==> config.mk <==
export PLATFORM = sky130hd
export DESIGN_NAME = vec_popcount_pipe
export DESIGN_NICKNAME = d
export VERILOG_FILES = /design/src/rtl/popcnt_pkg.sv /design/src/rtl/lut6_popcount.sv /design/src/rtl/vec_popcount_pipe.sv
export SDC_FILE = /design/constraint.sdc
export NUM_CORES = 1
export LEC_CHECK = 0
export ABC_AREA = 1
export BUFFER_PORTS_ARGS = -buffer_cell sky130_fd_sc_hd__buf_2
export CAP_MARGIN = 20
export CORE_MARGIN = 2
export CORE_UTILIZATION = 25
export DETAILED_ROUTE_END_ITERATION = 8
export PLACE_DENSITY = 0.5
export SLEW_MARGIN = 30
export SYNTH_ARGS = -nofsm -noshare
export SYNTH_HDL_FRONTEND = slang
export SYNTH_SLANG_ARGS = --single-unit
==> constraint.sdc <==
create_clock -name clk -period 2.37 [get_ports clk]
set_input_delay 0.3555 -clock clk [delete_from_list [all_inputs] [get_ports clk]]
set_output_delay 0.3555 -clock clk [all_outputs]
set_load 0.02 [all_outputs]
==> src/rtl/popcnt_pkg.sv <==
// ---------------------------------------------------------------------------
// popcnt_pkg
// Shared constants and elaboration-time helpers for the pipelined popcount.
// The input vector is cut into CHUNK_W-bit chunks, and each chunk is counted
// by one 6-input LUT. The per-chunk counts are then reduced by a registered
// binary adder tree.
//   calc_nchunk : number of chunks for a given vector width
//   calc_depth  : number of adder-tree levels for a given chunk count
//   nodes_at    : number of tree nodes at a given level
//   lvl_width   : bit width of the nodes at a given level
// ---------------------------------------------------------------------------
package popcnt_pkg;

    localparam int CHUNK_W     = 6;
    localparam int CHUNK_CNT_W = 3;

    function automatic int calc_nchunk(input int vec_width);
        return (vec_width + CHUNK_W - 1) / CHUNK_W;
    endfunction

    // ceil(log2(nchunk)); 0 when a single chunk needs no reduction.
    function automatic int calc_depth(input int nchunk);
        int d;
        d = 0;
        while ((1 << d) < nchunk) d++;
        return d;
    endfunction

    // Level 0 holds the chunk counts. Every later level halves the node
    // count, rounding up, so an odd node passes straight through.
    function automatic int nodes_at(input int nchunk, input int lvl);
        return (nchunk + (1 << lvl) - 1) >> lvl;
    endfunction

    // Each level gains one bit and is capped at the final count width.
    // Level l sums at most 6*2^l ones, so the cap never drops a carry.
    function automatic int lvl_width(input int lvl, input int popcnt_w);
        if (lvl == 0) return CHUNK_CNT_W;
        return (CHUNK_CNT_W + lvl < popcnt_w) ? CHUNK_CNT_W + lvl : popcnt_w;
    endfunction

endpackage

==> src/rtl/lut6_popcount.sv <==
// ---------------------------------------------------------------------------
// lut6_popcount
// Purely combinational count of the ones in a 6-bit chunk. The function has
// six inputs, so each result bit fits in a single 6-input LUT.
//   bits : 6-bit chunk
//   cnt  : number of ones in bits (0..6)
// ---------------------------------------------------------------------------
module lut6_popcount
    import popcnt_pkg::*;
(
    input  logic [CHUNK_W-1:0]     bits,
    output logic [CHUNK_CNT_W-1:0] cnt
);

    always_comb begin
        // NOTE: cnt gets a default before the loop, so no path leaves it unassigned and no latch is inferred.
        cnt = '0;
        for (int i = 0; i < CHUNK_W; i++) begin
            // NOTE: blocking assignment here, because each iteration has to read the value that was just accumulated.
            cnt = cnt + CHUNK_CNT_W'(bits[i]);
        end
    end

endmodule

==> src/rtl/vec_popcount_pipe.sv <==
// ---------------------------------------------------------------------------
// vec_popcount_pipe
// Pipelined population count with a threshold compare. Stage 0 registers
// the per-chunk LUT counts. Each following stage registers one level of the
// adder tree. The last level also performs the compare against thresh and
// drives the outputs. Latency is 1 + DEPTH cycles.
// All stages advance together when the output slot is free or is being
// drained (adv). A tag and a threshold shadow travel with each stage.
//   clk, rst_n          : clock, asynchronous active-low reset
//   in_valid / in_ready : input handshake (in_vec, in_tag, thresh)
//   out_valid/out_ready : output handshake (out_cnt, out_tag, out_ge)
//   out_cnt             : number of ones in the accepted vector
//   out_tag             : tag of the same transaction
//   out_ge              : out_cnt >= thresh sampled at accept
// ---------------------------------------------------------------------------
module vec_popcount_pipe
    import popcnt_pkg::*;
#(
    parameter int VEC_WIDTH    = 64,
    parameter int TAG_WIDTH    = 8,
    parameter int POPCNT_WIDTH = $clog2(VEC_WIDTH + 1)
) (
    input  logic                    clk,
    input  logic                    rst_n,
    input  logic                    in_valid,
    output logic                    in_ready,
    input  logic [VEC_WIDTH-1:0]    in_vec,
    input  logic [TAG_WIDTH-1:0]    in_tag,
    input  logic [POPCNT_WIDTH-1:0] thresh,
    output logic                    out_valid,
    input  logic                    out_ready,
    output logic [POPCNT_WIDTH-1:0] out_cnt,
    output logic [TAG_WIDTH-1:0]    out_tag,
    output logic                    out_ge
);

    localparam int NCHUNK = calc_nchunk(VEC_WIDTH);
    localparam int DEPTH  = calc_depth(NCHUNK);
    localparam int NSTG   = DEPTH + 1;
    localparam int PAD_W  = NCHUNK * CHUNK_W;

    logic                    adv;
    logic [NSTG-1:0]         vld_q;
    logic [PAD_W-1:0]        vec_pad;
    logic [POPCNT_WIDTH-1:0] fin_cnt;

    assign adv       = out_ready || !out_valid;
    // rst_n is included so that in_ready stays low while reset is held. Without
    // it, the empty pipe would report ready during reset.
    assign in_ready  = adv && rst_n;
    assign out_valid = vld_q[DEPTH];
    assign vec_pad   = PAD_W'(in_vec);   // top chunk zero-padded

    always_ff @(posedge clk or negedge rst_n) begin
        if (!rst_n) begin
            vld_q <= '0;
        end else if (adv) begin
            // NOTE: non-blocking, so every stage samples its predecessor's pre-edge value.
            vld_q <= (vld_q << 1) | NSTG'(in_valid);
        end
    end

    for (genvar l = 0; l <= DEPTH; l++) begin : gen_lvl
        localparam int NN = nodes_at(NCHUNK, l);
        localparam int LW = lvl_width(l, POPCNT_WIDTH);

        // Inputs to the register of this level (or to the output stage).
        logic [LW-1:0]           node_d [NN];
        logic [TAG_WIDTH-1:0]    tag_d;
        logic [POPCNT_WIDTH-1:0] thr_d;

        if (l == 0) begin : gen_src
            for (genvar c = 0; c < NCHUNK; c++) begin : gen_chunk
                lut6_popcount u_lut (
                    .bits (vec_pad[c*CHUNK_W +: CHUNK_W]),
                    .cnt  (node_d[c])
                );
            end
            assign tag_d = in_tag;
            assign thr_d = thresh;
        end else begin : gen_src
            localparam int PN = nodes_at(NCHUNK, l - 1);
            for (genvar i = 0; i < NN; i++) begin : gen_add
                if (2 * i + 1 < PN) begin : gen_pair
                    assign node_d[i] = LW'(gen_lvl[l-1].gen_reg.node_q[2*i])
                                     + LW'(gen_lvl[l-1].gen_reg.node_q[2*i+1]);
                end else begin : gen_pass
                    assign node_d[i] = LW'(gen_lvl[l-1].gen_reg.node_q[2*i]);
                end
            end
            assign tag_d = gen_lvl[l-1].gen_reg.tag_q;
            assign thr_d = gen_lvl[l-1].gen_reg.thr_q;
        end

        if (l < DEPTH) begin : gen_reg
            logic [LW-1:0]           node_q [NN];
            logic [TAG_WIDTH-1:0]    tag_q;
            logic [POPCNT_WIDTH-1:0] thr_q;

            // NOTE: the data, tag and thresh stage registers have no reset. The stage valid bit qualifies them, and leaving them unreset keeps the reset net off the datapath.
            always_ff @(posedge clk) begin
                if (adv) begin
                    node_q <= node_d;
                    tag_q  <= tag_d;
                    thr_q  <= thr_d;
                end
            end
        end
    end

    // Final tree level: the last add and the threshold compare share this cycle.
    assign fin_cnt = POPCNT_WIDTH'(gen_lvl[DEPTH].node_d[0]);

    always_ff @(posedge clk or negedge rst_n) begin
        if (!rst_n) begin
            out_cnt <= '0;
            out_tag <= '0;
            out_ge  <= 1'b0;
        end else if (adv) begin
            out_cnt <= fin_cnt;
            out_tag <= gen_lvl[DEPTH].tag_d;
            out_ge  <= (fin_cnt >= gen_lvl[DEPTH].thr_d);
        end
    end

endmodule

After elaboration in Yosys (flattened, before gate mapping) --
Cells that the tools add are included.
Cells by class: $add $sub $neg 63, $lt $le $gt $ge 1, bitwise logic cells 1, reduce and logical (&&, ||, !) cells 3
Operators by type and width (number):
- 3-bit by 1-bit adder with 3-bit output | 42
- 1-bit by 1-bit adder with 2-bit output | 11
- 3-bit by 3-bit adder with 4-bit output | 5
- 4-bit by 4-bit adder with 5-bit output | 2
- 6-bit by 5-bit adder with 7-bit output | 1
- 7-bit greater-or-equal comparator | 1
- 5-bit by 5-bit adder with 6-bit output | 1
- 4-bit by 3-bit adder with 5-bit output | 1
- 5-bit by 1-bit bitwise OR with 5-bit output | 1
- 1-bit logical AND | 1
- 1-bit logical NOT | 1
- 1-bit logical OR | 1
Word-level totals: flip-flop bits (word level) 163, bits of input ports 83, output and inout bits 18, word-level logic and storage cells 102

Depth between registers and ports, before layout --
word-level depth 5, depth in mapped cells 14, gate-level depth less buffers 14

Modules after synthesis --
From an unflattened synthesis, not the netlist that was laid out.
Unflattened totals: cell total of the unflattened synthesis 563, area, all modules 7669.9 um^2
By module, submodules not included:
- vec_popcount_pipe | instances 1, cells each 431, area each 6541.3 um^2
- lut6_popcount | instances 11, cells each 12, area each 102.6 um^2

Least setup slack after synthesis --
Ideal clock, no wire load.
path type input to register, start point input port in_vec[42], end point register gen_lvl[0].gen_reg.node_q[10] (netlist bit), data pin, setup time 0.269 ns, arrival 1.936 ns, slack 0.165 ns, cell stages on the path 6, buffers on the path 0, path through ha_1 inv_1 fa_1 inv_1 fa_1 fa_1
On the way: word-level cells in the longest chain between the ends 5
Ends and longest elaborated chain:
- from (decl) | RTL line vec_popcount_pipe.sv:27 | input logic [VEC_WIDTH-1:0] in_vec,
- 1-bit by 1-bit adder with 2-bit output | RTL line lut6_popcount.sv:20 | cnt = cnt + CHUNK_CNT_W'(bits[i]);
- 3-bit by 1-bit adder with 3-bit output (4 in a row) | RTL line lut6_popcount.sv:20
- via gen_lvl[0].gen_src.gen_chunk[7].u_lut.cnt[1] | RTL line lut6_popcount.sv:12 | output logic [CHUNK_CNT_W-1:0] cnt
- to (signal assigned) | RTL line vec_popcount_pipe.sv:103 | node_q <= node_d;
- to (decl) | RTL line vec_popcount_pipe.sv:96 | logic [LW-1:0] node_q [NN];
The timed path passes the listed nets, and every way through them passes these cells. A chain may end at the register's enable or synchronous reset.

Final worst setup path --
start point register gen_lvl[3].gen_reg.node_q[0] (netlist bit), end point register out_ge
On the way: word-level cells in the longest chain between the ends 2
Ends and longest elaborated chain:
- from (decl) | RTL line vec_popcount_pipe.sv:96
- from (signal assigned) | RTL line vec_popcount_pipe.sv:103
- 6-bit by 5-bit adder with 7-bit output | RTL line vec_popcount_pipe.sv:86 | + LW'(gen_lvl[l-1].gen_reg.node_q[2*i+1]);
- via fin_cnt[4] | RTL line vec_popcount_pipe.sv:45 | logic [POPCNT_WIDTH-1:0] fin_cnt;
- 7-bit greater-or-equal comparator | RTL line vec_popcount_pipe.sv:122 | out_ge <= (fin_cnt >= gen_lvl[DEPTH].thr_d);
- to (signal assigned) | RTL line vec_popcount_pipe.sv:122
- to (decl) | RTL line vec_popcount_pipe.sv:34 | output logic out_ge
The timed path passes the listed nets, and every way through them passes these cells.

==> impl_metrics.env <==
export IMPL_outcome="complete, no violations"
export IMPL_fillers=2974
export IMPL_io_buffers=100
export IMPL_cp_end_kind="register"
export IMPL_cts_root_buf="clkbuf_16"
export IMPL_required_ns=2.68
export IMPL_max_freq_ghz=0.4556
export IMPL_drt_iter0_drc=107
export IMPL_arrival_ns=2.50
export IMPL_cts_num_sinks=163
export IMPL_synthTopCellsByArea="edfxtp_1 57%, fa_1 11%, ha_1 9.2%"
export IMPL_antenna_found_initial=0
export IMPL_rsz0062_at_grt="false"
export IMPL_maxCapViolCount=0
export IMPL_syn_area_mm2=0.007495
export IMPL_dr_pass1_iters=4
export IMPL_track_usage_pct=7.774
export IMPL_crit_start="gen_lvl[3].gen_reg.node_q[0]"
export IMPL_viasPerCell=3.734
export IMPL_synthArstFlopShare_pct=12.88
export IMPL_hold_violations=0
export IMPL_die_h_um=177.1
export IMPL_drc_errors=0
export IMPL_placed_cell_area_mm2=0.008524
export IMPL_path_common_cell="nand2_1"
export IMPL_slowest_stage="edfxtp_1"
export IMPL_postRouteAntennaNets=0
export IMPL_gp_congestion=0.7131
export IMPL_yosysWarnings=0
export IMPL_start_util_pct=25.35
export IMPL_synth_edf_count=142
export IMPL_min_from="thresh[4]"
export IMPL_cts_buffers=17
export IMPL_routedWlPerCell_um=10.50
export IMPL_n_antenna_cell=0
export IMPL_skew_ns=0.009413
export IMPL_grt_max_degree=52
export IMPL_synth_cell_types=29
export IMPL_area_delta_synth_final_pct=21.90
export IMPL_clockBufferDepth=2
export IMPL_setup_tns_ns=0
export IMPL_syn_nets=702
export IMPL_fp_dieArea_mm2=0.03138
export IMPL_p_leak_nw=4.093
export IMPL_maxSlewViolCount=0
export IMPL_drive_gt1_share_pct=22.19
export IMPL_yosysTopAreaCell="edfxtp_1"
export IMPL_synth_common_cells="142 x edfxtp_1, 103 x inv_1, 82 x nand2_1"
export IMPL_path_class="register to register"
export IMPL_overflow=0
export IMPL_vias=3913
export IMPL_grt_pass1_wl_um=19050
export IMPL_cp_max_fo=3
export IMPL_wl_um=11000
export IMPL_fin_util_pct=30.91
export IMPL_start_kind="register"
export IMPL_htree_levels=4
export IMPL_pwr_density_cell_mw_per_mm2=1299
export IMPL_grt_pass1_vias=4042
export IMPL_cts_tree="yes"
export IMPL_syn_inst=523
export IMPL_peakVddDrop_mv=0.5544
export IMPL_critical_path_max_stage_delay_ns=0.40
export IMPL_timing_rr_start="gen_lvl[3].gen_reg.node_q[0]"
export IMPL_synthFlopType="edfxtp_1"
export IMPL_synth_most_common_cell="edfxtp_1"
export IMPL_hp_class="primary input to register"
export IMPL_ys_seq_elements=163
export IMPL_clkLatencyLatePin_ns=0.41
export IMPL_path_cells="ha_1 > fa_2 > nand3_1 > nand3b_1 > nand2_2 > inv_1 > ha_1 > nand2_1 > a21oi_1 > nor2_1 > nand3_1 > nand2_1 > nand2_1"
export IMPL_slew_headroom_pct=74.35
export IMPL_clkSlewWorstSetupHoldPaths_ns=0.07
export IMPL_fin_nets=824
export IMPL_hpwlAfterDp_um=7894
export IMPL_syn_avg_cell_area_um2=14.33
export IMPL_fin_area_mm2=0.009136
export IMPL_period_minus_slack_ns=2.195
export IMPL_finalSetupViolCount=0
export IMPL_fp_row_count=63
export IMPL_worstMarginPinSlew_ns=0.3848
export IMPL_core_mm2=0.02956
export IMPL_io_pins=101
export IMPL_ys_seq_area_share_pct=63.91
export IMPL_min_period_over_period_pct=92.61
export IMPL_finalPower_mw=11.87
export IMPL_synth_top_area_share_pct=56.89
export IMPL_die_x_um=177.1
export IMPL_post_cts_setup_buffer_count=0
## critical path, delay by kind of cell (launching register included)
kind,cells,cell delay (ns)
AO/OA/AOI/OAI,1,0.06
AND/OR/NAND/NOR,8,0.65
buffers and inverters,1,0.06
flip-flops,1,0.40
adder cells (fa/ha/maj),3,0.93
## through the flow
| step | cells | worst slack, ns | hold WS, ns |
|---|---|---|---|
| 2_1_floorplan | 523 | 0.1653 | 0.05991 |
| 3_3_place_gp | 1015 | 0.009315 | 0.3773 |
| 3_5_place_dp | 1015 | -0.01446 | 0.3789 |
| 4_1_cts | 1048 | 0.05501 | 0.08197 |
| 5_1_grt | 1048 | 0.01396 | 0.08139 |
| 6_report | 1048 | 0.1751 | 0.1130 |
## cells in the final DEF (no fill, tap or decap), types with 15 or more instances in the layout
master / instances
a21oi_1: 16
clkbuf_16: 19
fa_1: 40
inv_1: 103
buf_2: 100
nand3_1: 15
ha_1: 55
nand2_1: 81
edfxtp_1: 142
dfrtp_1: 21
## worst paths after layout
kind	to	slack, ns	cells after the start
hold reg to reg	gen_lvl[2].gen_reg.thr_q[2]	0.41	0
min in group asynchronous	vld_q[0]	0.46	3
max in group asynchronous	out_tag[0]	1.69	3
setup / recovery	out_ge	0.18	13
setup reg to reg	out_ge	0.18	13
hold / removal	gen_lvl[0].gen_reg.thr_q[4]	0.11	1
## power breakdown
part	switching, mW	internal (mW)	total (mW)
Combinational	2.33	1.60	3.93
Sequential	0.417	4.79	5.21
Clock	1.19	1.54	2.72
## sequential cells by signal, summed over array words and instances, names as in the netlist
name	count
gen_lvl.gen_reg.tag_q	32
gen_lvl.gen_reg.node_q	82
out_tag	8
out_ge	1
out_cnt	7
gen_lvl.gen_reg.thr_q	28
vld_q	5
## area by class of cell
type	count	area [um2]	share of cell area, %
flip-flops and latches	163	4790	52.42
clock inverters	11	103.9	1.137
clock buffers	21	493.0	5.396
multi-input cells	252	2290	25.06
inverters	105	399.1	4.369
well taps	390	488.0	5.341
repair buffers	106	573.1	6.272
## timing repair
action / CTS / global route
hold endpoints to repair: 21 / 0
hold buffers: 1 / 0
endpoints found under the setup margin: 0 / 1
gates resized for setup: 0 / 2
## cell families (layout without fill, tap and decap cells)
family	count (synthesis)	after routing	share of synthesized area [%]
compound gates	29	29	2.237
flops	163	163	63.91
xor+xnor	15	15	1.753
simple gates	112	112	6.361
buf+inv	108	243	5.609
fa+ha+maj	96	96	20.13
## routing by layer
metal / vias up / global-route usage (%) / wire length, um / part of all wire (%)
li1: 1982 / - / - / -
met1: 1842 / 9.583 / 5127 / 47
met2: 84 / 12.60 / 5231 / 48
met3: 5 / 2.706 / 544 / 4.9
met4: 0 / 2.789 / 99 / 0.90
met5: - / 0 / 0 / 0
Note: power is estimated with default switching activity, not from simulation.
